<file path="config.mk">
export PLATFORM = sky130hd
export DESIGN_NAME = fifo_rd_drain
export DESIGN_NICKNAME = d
export VERILOG_FILES = /design/src/rtl/fifo_rd_drain.sv
export SDC_FILE = /design/constraint.sdc
export NUM_CORES = 1
export LEC_CHECK = 0
export ABC_AREA = 0
export BUFFER_PORTS_ARGS = -buffer_cell sky130_fd_sc_hd__buf_4
export CORE_ASPECT_RATIO = 1.1
export CORE_MARGIN = 3
export CORE_UTILIZATION = 40
export CTS_BUF_LIST = sky130_fd_sc_hd__clkbuf_4 sky130_fd_sc_hd__clkbuf_8 sky130_fd_sc_hd__clkbuf_16
export CTS_CLUSTER_SIZE = 40
export DETAILED_ROUTE_END_ITERATION = 10
export GPL_TIMING_DRIVEN = 0
export PLACE_DENSITY_LB_ADDON = 0.2
export SKIP_LAST_GASP = 1
export SLEW_MARGIN = 20
export SYNTH_ARGS = -nofsm -noshare
export SYNTH_HDL_FRONTEND = slang
export SYNTH_SLANG_ARGS = --single-unit
</file>
<file path="constraint.sdc">
create_clock -name i_rclk -period 6.3 [get_ports i_rclk]
set_input_delay 0.945 -clock i_rclk [delete_from_list [all_inputs] [get_ports i_rclk]]
set_output_delay 0.945 -clock i_rclk [all_outputs]
set_load 0.1 [all_outputs]
</file>
<file path="src/rtl/fifo_rd_drain.sv">
// Read-side drain stage: pops the async FIFO and feeds a 2-entry skid buffer
// that presents words to the consumer on a valid/ready handshake.
module fifo_rd_drain #(
    parameter int DATA_WIDTH = 8,
    parameter int RD_LAT     = 0,
    parameter int CNT_WIDTH  = 16
) (
    input  logic                  i_rclk,
    input  logic                  i_rrst,
    input  logic                  i_enable,
    input  logic                  i_rempty,
    input  logic [DATA_WIDTH-1:0] i_rdata,
    output logic                  o_rinc,
    output logic [DATA_WIDTH-1:0] o_data,
    output logic                  o_valid,
    input  logic                  i_ready,
    output logic                  o_idle,
    output logic [CNT_WIDTH-1:0]  o_rd_cnt
);

    logic [1:0]            r_occ;
    logic                  r_land;
    logic                  r_valid;
    logic [DATA_WIDTH-1:0] r_buf0;
    logic [DATA_WIDTH-1:0] r_buf1;
    logic [CNT_WIDTH-1:0]  r_cnt;

    logic                  w_inflight;
    logic [2:0]            w_load;
    logic                  w_pop;
    logic                  w_wr;
    logic                  w_xfer;
    logic [1:0]            w_occ_rem;
    logic [1:0]            w_occ_nxt;

    // Landing words are counted against the buffer so a pop always has a slot.
    assign w_inflight = (RD_LAT != 0) ? r_land : 1'b0;
    assign w_load     = {1'b0, r_occ} + {2'b00, w_inflight};
    assign w_pop      = i_enable & ~i_rempty & (w_load < 3'd2) & ~i_rrst;
    assign w_wr       = (RD_LAT != 0) ? r_land : w_pop;
    assign w_xfer     = r_valid & i_ready;
    assign w_occ_rem  = r_occ - {1'b0, w_xfer};
    assign w_occ_nxt  = w_occ_rem + {1'b0, w_wr};

    always_ff @(posedge i_rclk) begin
        if (i_rrst) begin
            r_occ   <= 2'd0;
            r_land  <= 1'b0;
            r_valid <= 1'b0;
            r_buf0  <= '0;
            r_buf1  <= '0;
            r_cnt   <= '0;
        end else begin
            r_land  <= w_pop;
            r_occ   <= w_occ_nxt;
            r_valid <= (w_occ_nxt != 2'd0);
            if (w_xfer) begin
                r_buf0 <= r_buf1;
                r_cnt  <= r_cnt + CNT_WIDTH'(1);
            end
            // New word goes behind whatever remains after this edge's transfer.
            if (w_wr) begin
                if (w_occ_rem == 2'd0)
                    r_buf0 <= i_rdata;
                else
                    r_buf1 <= i_rdata;
            end
        end
    end

    assign o_rinc   = w_pop;
    assign o_data   = r_buf0;
    assign o_valid  = r_valid;
    assign o_idle   = (r_occ == 2'd0) & ~w_inflight;
    assign o_rd_cnt = r_cnt;

endmodule

</file>
==> metrics <==
# nets final 230; most common library cells after synthesis dfxtp_1, nor2_1, nand2_1; Final GP Congestion ~0.80; CTS root buf clkbuf_8; largest net degree at the start of global routing 12; clock-pin slew on the worst setup and hold paths 0.07 ns; Worst Setup Start Kind input pin; 1st-iter DRT viols between 60 and 70; CP Data Arrival Time 3.33 ns; Fmax 0.315 GHz; aggregate global routing overflow 0; # IOs 40; Routed Antenna Nets 0; flops & latches, synth 35; H-tree depth 2; Clock Sinks 35; via/cell ratio 5.03; crit path cell chain buf_4 > nand2_1 > inv_1 > clkbuf_1 > ha_1 > inv_1 > o21ai_1 > mux2i_1 > nor2_1; Syn Area/Cell 9.07 um^2; Cell Pwr Density 285 nW/um^2; FF+latch area 701 um^2; first-pass GRT wire length 5.92 mm; Synth area leader dfxtp_1; layout cell share with drive strength beyond 1 0.273; final WL 3.54 mm; vias in the first global route 1273; # rows 23; Die X 65.2 um; DRC Markers 0; clock buffer depth 2; Port Buffers 38; switching pwr ~0.00021 W; Max transition margin 0.362; r2r setup slk 3.52 ns; initial antenna violation count 0; Most used DFF post-synth dfxtp_1; Fillers 390; Slew Limit Fails 0; core box area 3680 um^2; Combinational Power Share 0.297; total setup buffers inserted after CTS 0; Int Power 0.000353 W; CP Max Fanout 10; CP max stage delay 0.75 ns; status finished, final reports clean; Synthesis Warnings 0; routed len/inst 13.3 um; HPWL after detailed placement 2.70 mm; initial core utilization 0.419; # setup viols final 0; post_cts resized 0; EDFF count, synth 0; post-layout minimum cycle time 3.18 ns; Final Hold Vio Count 0; cell mode on critical path inv_1; Skew-Pair Late Insertion Delay 0.28 ns; Synth cell types 27; top cells by area, synth dfxtp_1, a311oi_2, nor2_1; Synth async-reset ratio 0; most common cell in the netlist dfxtp_1; sequential power share 0.434; CTS buffer count 5; crit end category flop; # diodes 0; P_leak 0.825 nW; GRT Total Usage 0.166; synthesized instance count 170; fin crit share 0.504; Die ar. 4640 um^2; DRT Pass-1 Iters 4; CP max-delay cell o21ai_1; Hold Path Class reg -> reg; Final Cell Area 1970 um^2; # Max-Cap Violations 0; CTS Hold Buffers Added 0; unrepaired setup endpoints after global routing no; top cell type's share of synthesized area 0.454; area growth from synthesis to layout 28.0%; placed cell areas 1890 um^2; via count 1337; peak supply drop between 0.00015 and 0.0002 V; switching part of the total power 0.373; CTS tree done; Layout Skew 0.00286 ns; TNS Setup 0 ns; Net Count, Synth 185; Multi-input gate area a little under 800 um^2; Critical Path RT 6.46 ns; Tightest Pin Transition 0.950 ns; Clk pwr share 0.270; Syn Std Cell Area 1540 um^2; Setup Crit Path Kind in -> reg; post-synthesis sequential area ratio 0.454; die height 71.1 um
[final timing paths]
check | from | to | cells past startpoint
worst max-delay path | i_ready | r_buf1[3] | 9
worst min-delay path | r_buf1[7] | r_buf1[7] | 2
worst max register to register | o_valid | r_buf1[3] | 8
worst min register to register | r_buf1[7] | r_buf1[7] | 2
[through the flow]
stage | util | power [W] | worst slack [ns] | std cells | hold slack [ns]
finish | 0.536 | 0.000563 | 3.12 | 266 | 0.503
global route | 0.536 | 0.000588 | 2.91 | 266 | 0.532
CTS | 0.536 | 0.000569 | 3.09 | 266 | 0.504
detailed placement | 0.513 | 0.000417 | 2.81 | 258 | 0.486
global placement | 0.513 | 0.000413 | 2.84 | 258 | 0.464
floorplan | - | 0.000379 | 3.16 | 170 | 0.463
[routing by layer]
layer	part of all wire	GRT usage
met5	0	0
met4	0.012	0.0553
met3	0.053	0.0429
met2	0.50	0.279
met1	0.43	0.206
[sequential cells by signal, summed over array words and instances, names as in the netlist]
name and cells:
r_buf1 8, r_occ 2, o_rd_cnt 16, o_valid 1, o_data 8
[logic make-up after synthesis]
logic type | count (synthesis) | share of synthesized area
flops | 35 | 0.454
buf+inv | 12 | 0.0438
simple gates | 83 | 0.249
mux | 8 | 0.0519
fa+ha+maj | 2 | 0.0162
xor+xnor | 13 | 0.0738
compound gates | 17 | 0.111
[power by group through the flow]
| stage | Clock [W] | Combinational [W] | Sequential [W] |
|---|---|---|---|
| CTS | 0.000157 | 0.000168 | 0.000244 |
| detailed placement | 0 | 0.000167 | 0.000249 |
| finish | 0.000152 | 0.000167 | 0.000244 |
| global placement | 0 | 0.000164 | 0.000249 |
| global route | 0.000167 | 0.000176 | 0.000246 |
| floorplan | 0 | 0.0000705 | 0.000308 |
[final cells by class]
cell class              instances  share of cell area
inverters                       4             0.00760
multi-input cells             123               0.392
well taps                      50              0.0317
repair buffers                 38               0.144
clock buffers                   5              0.0349
plain buffers                   8              0.0266
clock inverters                 3             0.00760
flip-flops and latches         35               0.355
[worst max-delay path, delay by kind of cell]
kind / cells / cell delay [ns]
AOI/OAI and AO/OA: 1 / 0.75
adders and majority gates: 1 / 0.42
and+or+nand+nor: 2 / 0.33
muxes: 1 / 0.28
buffers and inverters: 4 / 0.60
[cells in the final DEF, fill, tap and decap left out]
cell,count
buf_4,38
dfxtp_1,35
nor2_1,31
nand2_1,26
mux2i_1,8
a311oi_2,8
xnor2_1,7
xor2_1,6
clkbuf_1,5
nand4_1,5
nor3_1,5
clkbuf_8,5
inv_1,4
a21oi_1,4
buf_6,3
and4_1,3
or3_1,3
nand3_1,3
clkinv_2,3
o21ai_0,2
nor4_1,2
ha_1,2
or4b_4,1
o21ai_1,1
or2_2,1
nor3b_1,1
nor2b_1,1
a311oi_1,1
o31ai_1,1
or4_1,1
No activity file was read; power rests on OpenSTA's default activity.
